$ cat src/rtl/unified_mem_arbiter_pkg.sv
// Shared definitions for the unified instruction/data memory arbiter.
//   arb_state_t : arbiter FSM encoding (IDLE / FETCH / DATA)
//   NOP_INSN    : instruction returned for a fetch that timed out (addi x0,x0,0)
//   BE_FULL     : byte enables used for fetches and loads
package unified_mem_arbiter_pkg;

  typedef enum logic [1:0] {
    ST_IDLE  = 2'd0,
    ST_FETCH = 2'd1,
    ST_DATA  = 2'd2
  } arb_state_t;

  localparam logic [31:0] NOP_INSN = 32'h0000_0013;
  localparam logic [3:0]  BE_FULL  = 4'hF;

endpackage

$ cat src/rtl/unified_mem_arbiter_timeout.sv
// Memory wait-state timeout counter.
// Ports:
//   clk, rst : clock and synchronous active-high reset
//   clr      : clear the count (access finished or aborted)
//   en       : count one wait cycle (m_req high, m_ready low)
//   expired  : this wait cycle is the TIMEOUT-th one; abort at the next edge
module mem_timeout_counter #(
  parameter int unsigned TIMEOUT = 64,
  parameter int unsigned TO_W    = 7
) (
  input  logic clk,
  input  logic rst,
  input  logic clr,
  input  logic en,
  output logic expired
);

  logic [TO_W-1:0] r_cnt;

  always_ff @(posedge clk) begin
    if (rst || clr) begin
      r_cnt <= '0;
    end else if (en) begin
      r_cnt <= r_cnt + TO_W'(1);
    end
  end

  // Flagged while the count is about to reach TIMEOUT, so the abort edge
  // coincides with the TIMEOUT-th wait cycle and m_req is high exactly
  // TIMEOUT cycles.
  assign expired = en && (r_cnt == TO_W'(TIMEOUT - 1));

endmodule

$ cat src/rtl/unified_mem_arbiter.sv
// Unified memory arbiter: shares one single-ported memory between the IF
// stage (fetch) and the MEM stage (load/store). Data requests win every grant
// decision; an in-flight fetch is never preempted. Fetches cancelled by a
// branch flush complete on the bus but are not reported. A stuck memory is
// aborted after TIMEOUT wait cycles and the sticky err flag is raised.
// Ports:
//   clk, rst                         : clock, synchronous active-high reset
//   if_req/if_addr/if_flush          : fetch request, PC, branch cancel
//   if_rdata/if_done                 : fetched instruction, completion pulse
//   d_req/d_we/d_be/d_addr/d_wdata   : load/store request
//   d_rdata/d_done                   : load data, completion pulse
//   stall_if/stall_mem               : pipeline stall controls
//   m_req/m_we/m_be/m_addr/m_wdata   : memory request (registered)
//   m_rdata/m_ready                  : memory response
//   err                              : sticky timeout flag
module unified_mem_arbiter
  import unified_mem_arbiter_pkg::*;
#(
  parameter int unsigned ADDR_W  = 32,
  parameter int unsigned TIMEOUT = 64,
  parameter int unsigned TO_W    = 7
) (
  input  logic              clk,
  input  logic              rst,
  input  logic              if_req,
  input  logic [ADDR_W-1:0] if_addr,
  input  logic              if_flush,
  output logic [31:0]       if_rdata,
  output logic              if_done,
  input  logic              d_req,
  input  logic              d_we,
  input  logic [3:0]        d_be,
  input  logic [ADDR_W-1:0] d_addr,
  input  logic [31:0]       d_wdata,
  output logic [31:0]       d_rdata,
  output logic              d_done,
  output logic              stall_if,
  output logic              stall_mem,
  output logic              m_req,
  output logic              m_we,
  output logic [3:0]        m_be,
  output logic [ADDR_W-1:0] m_addr,
  output logic [31:0]       m_wdata,
  input  logic [31:0]       m_rdata,
  input  logic              m_ready,
  output logic              err
);

  arb_state_t r_state;
  arb_state_t w_state_nxt;
  logic       r_drop;
  logic       w_if_req_eff;
  logic       w_d_req_eff;
  logic       w_busy;
  logic       w_to_en;
  logic       w_expired;
  logic       w_complete;

  // A requester still holds req during its own done cycle; masking it there
  // lets the other requester be granted on the done cycle without
  // re-granting the access that just finished.
  assign w_if_req_eff = if_req & ~if_done & ~if_flush;
  assign w_d_req_eff  = d_req & ~d_done;

  assign w_busy     = (r_state != ST_IDLE);
  assign w_to_en    = m_req & ~m_ready;
  assign w_complete = w_busy & (m_ready | w_expired);

  mem_timeout_counter #(
    .TIMEOUT (TIMEOUT),
    .TO_W    (TO_W)
  ) u_timeout (
    .clk     (clk),
    .rst     (rst),
    .clr     (w_complete),
    .en      (w_to_en),
    .expired (w_expired)
  );

  // State register
  always_ff @(posedge clk) begin
    if (rst) begin
      r_state <= ST_IDLE;
    end else begin
      r_state <= w_state_nxt;
    end
  end

  // Next-state logic
  always_comb begin
    w_state_nxt = r_state;
    unique case (r_state)
      ST_IDLE: begin
        if (w_d_req_eff) begin
          w_state_nxt = ST_DATA;
        end else if (w_if_req_eff) begin
          w_state_nxt = ST_FETCH;
        end
      end
      ST_FETCH, ST_DATA: begin
        if (m_ready || w_expired) begin
          w_state_nxt = ST_IDLE;
        end
      end
      default: w_state_nxt = ST_IDLE;
    endcase
  end

  // Stall outputs
  always_comb begin
    stall_mem = d_req & ~d_done;
    stall_if  = stall_mem | (if_req & ~if_done & ~if_flush);
  end

  // Registered bus request, completion pulses, read data and error flag
  always_ff @(posedge clk) begin
    if (rst) begin
      m_req    <= 1'b0;
      m_we     <= 1'b0;
      m_be     <= '0;
      m_addr   <= '0;
      m_wdata  <= '0;
      if_rdata <= '0;
      if_done  <= 1'b0;
      d_rdata  <= '0;
      d_done   <= 1'b0;
      err      <= 1'b0;
      r_drop   <= 1'b0;
    end else begin
      if_done <= 1'b0;
      d_done  <= 1'b0;
      m_req   <= (w_state_nxt != ST_IDLE);

      if (r_state == ST_IDLE && w_state_nxt == ST_DATA) begin
        m_addr  <= d_addr;
        m_we    <= d_we;
        m_be    <= d_we ? d_be : BE_FULL;
        m_wdata <= d_we ? d_wdata : '0;
      end else if (r_state == ST_IDLE && w_state_nxt == ST_FETCH) begin
        m_addr  <= if_addr;
        m_we    <= 1'b0;
        m_be    <= BE_FULL;
        m_wdata <= '0;
      end

      if (r_state == ST_FETCH) begin
        if (w_complete) begin
          r_drop <= 1'b0;
          // A flush arriving on the completion cycle itself also drops it.
          if (!(r_drop || if_flush)) begin
            if_done  <= 1'b1;
            if_rdata <= m_ready ? m_rdata : NOP_INSN;
          end
        end else if (if_flush) begin
          r_drop <= 1'b1;
        end
      end

      if (r_state == ST_DATA && w_complete) begin
        d_done  <= 1'b1;
        d_rdata <= m_ready ? m_rdata : '0;
      end

      if (w_expired) begin
        err <= 1'b1;
      end
    end
  end

endmodule

$ cat config.mk
export PLATFORM = sky130hd
export DESIGN_NAME = unified_mem_arbiter
export DESIGN_NICKNAME = d
export VERILOG_FILES = /design/src/rtl/unified_mem_arbiter_pkg.sv /design/src/rtl/unified_mem_arbiter_timeout.sv /design/src/rtl/unified_mem_arbiter.sv
export SDC_FILE = /design/constraint.sdc
export NUM_CORES = 1
export LEC_CHECK = 0
export CAP_MARGIN = 5
export CORE_MARGIN = 2
export CORE_UTILIZATION = 45
export DETAILED_ROUTE_END_ITERATION = 12
export PLACE_DENSITY = 0.86
export SLEW_MARGIN = 40
export SYNTH_ARGS = -nofsm -noshare
export SYNTH_HDL_FRONTEND = slang
export SYNTH_HIERARCHICAL = 1
export SYNTH_SLANG_ARGS = --single-unit
$ cat constraint.sdc
create_clock -name clk -period 4.9 [get_ports clk]
set_input_delay 1.47 -clock clk [delete_from_list [all_inputs] [get_ports clk]]
set_output_delay 1.47 -clock clk [all_outputs]
set_load 0.005 [all_outputs]
==> out/metrics.yaml <==
status: "finished clean"
critPathBufInv: 2
p_leak_nw: 3.201
cp.depth: 4
yosysUniqueCellTypes: 47
fin_crit_ps: 4502
critPathTopFamily: "buffers and inverters"
whs_endpoint: "if_rdata[15]"
crit_path_start_kind: "primary input"
grt_pass1_wl_um: 29720
cts_made_buffers: 17
cts_resized: 0
grt_util_all_layers: 0.2557
setup_slack_ps: 398.0
cts_root_buf: "clkbuf_16"
setup_viol: 0
r2r-end: "m_wdata[9]"
antenna_found_initial: 0
worst_pin_slew_ps: 820.6
worstSetupPathType: "primary input to output pin"
pre_cts_slack_ps: 404.3
dp_hpwl_um: 12940
p_per_area_mw_per_mm2: 336.2
drc_errors: 0
critPathArrivalTime_ps: 3030
yosysTopAreaCell: "dfxtp_1"
cts_tree: "done"
grt.overflow.total: 0
viasPerCell: 5.549
timing.hold.ws_ps: 450.5
hold_path.class: "register to register"
gp_congestion: 0.8256
clock-sinks: 147
synth_seq_cells: 147
reg2reg_depth: 8
vias: 6354
core_area_mm2: 0.01330
cts_hold_buffers: 0
ios: 278
reg2reg_setup_slack_ps: 1890
area_growth_pct: 54.17
slew_violations: 0
slowest_delay_ps: 510
yosysWarnings: 6
die_w_um: 120.8
final_nets: 1101
synth_area_mm2: 0.006140
timing.rr.start: "m_req"
drive_gt1_frac: 0.07224
period_share: 0.9188
post_drt_wl_per_cell_um: 16.87
synth_nets: 865
timing.max_cap.violations: 0
critPathMaxFanout: 5
clockBufferDepth: 2
antenna_cells: 0
rsz0062_at_grt: "no"
final_area_mm2: 0.009465
endpoint_kind: "output pin"
fillers: 1045
ant_nets: 0
clkTransAtPathRegs_ps: 50
ir_worst_vdd_v: 0.0002160
crit_slowest_cell: "clkdlybuf4s50_1"
port_buffers: 277
drt_first_pass_iters: 5
post-route-util: 0.7119
synth_area_leaders: "dfxtp_1 (48%), nand2_1 (8.0%), a21oi_1 (7.8%)"
syn_avg_cell_area_um2: 8.515
grt_pass1_vias: 5809
dpl_cell_area_mm2: 0.008886
worstPathRequired_ps: 3430
min_from: "if_rdata[15]"
cts_setup_buffers: 0
fin_worst_skew_ps: 8.448
routed_wl_um: 19310
netlist_instances: 721
dieArea_mm2: 0.01459
clk_latency_ps: 410
hold_violations: 0
hold_depth: 2
drt_iter0_drc: 409
crit_chain: "clkdlybuf4s50_1 -> or3b_1 -> nand2_1 -> clkdlybuf4s50_1"
synth_top_area_frac: 0.4793
relSlewSlack: 0.4529
initial_utilization: 0.4618
maxClockFrequency_mhz: 222.1
cts.htree.levels: 4
die_h_um: 120.8
crit_top_cell: "clkdlybuf4s50_1"
grt_max_degree: 70
tns_ps: 0
num_rows: 42
ys_seq_area_frac: 0.4793
-- cell families after synthesis --
family	share of synthesized area
buffers and inverters	0.06501
adder cells (fa/ha/maj)	0.01019
AO/OA/AOI/OAI	0.2344
AND/OR/NAND/NOR	0.2038
XOR/XNOR	0.005707
flip-flops	0.4793
multiplexers	0.001630
-- sequential cells by signal, summed over array words and instances (netlist names), 2 cells and up --
signal,count
if_rdata,32
m_be,4
m_addr,32
d_rdata,32
u_timeout/r_cnt,7
m_wdata,32
r_state,2
-- worst max-delay path by stage --
stage / startpoint / to / slack [ps]
finish: if_flush / stall_if / 400
detailed placement: if_flush / stall_if / 400
global placement: if_flush / stall_if / 420
global route: if_flush / stall_if / 350
CTS: if_flush / stall_if / 390
floorplan: m_ready / m_addr[12] / 1220
-- layout make-up --
| class | count | area (um^2) | share of cell area |
|---|---|---|---|
| Clock inverter | 10 | 133.9 | 0.01414 |
| Clock buffer | 21 | 450.4 | 0.04759 |
| Timing Repair Buffer | 293 | 2893 | 0.3056 |
| Tap cell | 176 | 220.2 | 0.02327 |
| Multi-Input combinational cell | 492 | 2803 | 0.2961 |
| Inverter | 6 | 22.52 | 0.002379 |
| Sequential cell | 147 | 2943 | 0.3109 |
-- through the flow --
| step | power [mW] | std cells |
|---|---|---|
| 2_1_floorplan | 1.619 | 721 |
| 3_3_place_gp | 1.906 | 1114 |
| 3_5_place_dp | 1.913 | 1114 |
| 4_1_cts | 3.207 | 1145 |
| 5_1_grt | 3.302 | 1145 |
| 6_report | 3.182 | 1145 |
-- power by group --
part	internal [mW]	switching (mW)
registers	1.26	0.0365
clock network	0.808	0.482
logic	0.305	0.286
total	2.38	0.805
-- worst min-delay path, cell delays in order, from the launching register on --
cell and delay, ps:
dfxtp_1 300, nand2_1 50, a21oi_1 50
-- layout by cell type (no fill, tap or decap), drive strengths merged, types with 3 or more instances in the layout --
cell           count
nor2              14
clkinv             5
and2               3
nand2            131
xor2               3
buf               19
a21oi             96
a311oi            33
inv                6
nand4              3
clkbuf            21
nor3               5
nand3             94
o21ai             34
nand2b             7
o32ai             33
o221a              4
bufinv             3
nor3b              6
ha                 5
clkdlybuf4s50    274
dfxtp            147
-- Yosys cell counts, drive strengths merged --
cell type and count:
dfxtp 147, nand2b 7, o32a 1, o32ai 33, o211ai 2, and2 3
nor3 5, nand4 3, and3 1, xnor2 1, a21oi 96, o21a 2
or2 1, or3 2, nor2 14, nand3b 1, nor2b 1, ha 5
a2bb2oi 1, inv 6, clkbuf 51, o21ba 1, buf 25, nand2 131
o221a 4, xor2 3, nand4bb 1, or3b 1, mux2i 1, or4b 1
o21ai 34, a211oi 2, nand3 94, nor3b 6, o211a 1, a311oi 33
-- metal layers --
| metal | track usage | share of wire | vias to the layer above |
|---|---|---|---|
| li1 | - | - | 3061 |
| met3 | 0.08066 | 0.083 | 30 |
| met5 | 0 | 0 | - |
| met4 | 0.1003 | 0.020 | 0 |
| met2 | 0.4114 | 0.48 | 282 |
| met1 | 0.3190 | 0.42 | 2981 |
Note: power is estimated with default switching activity, not from simulation.
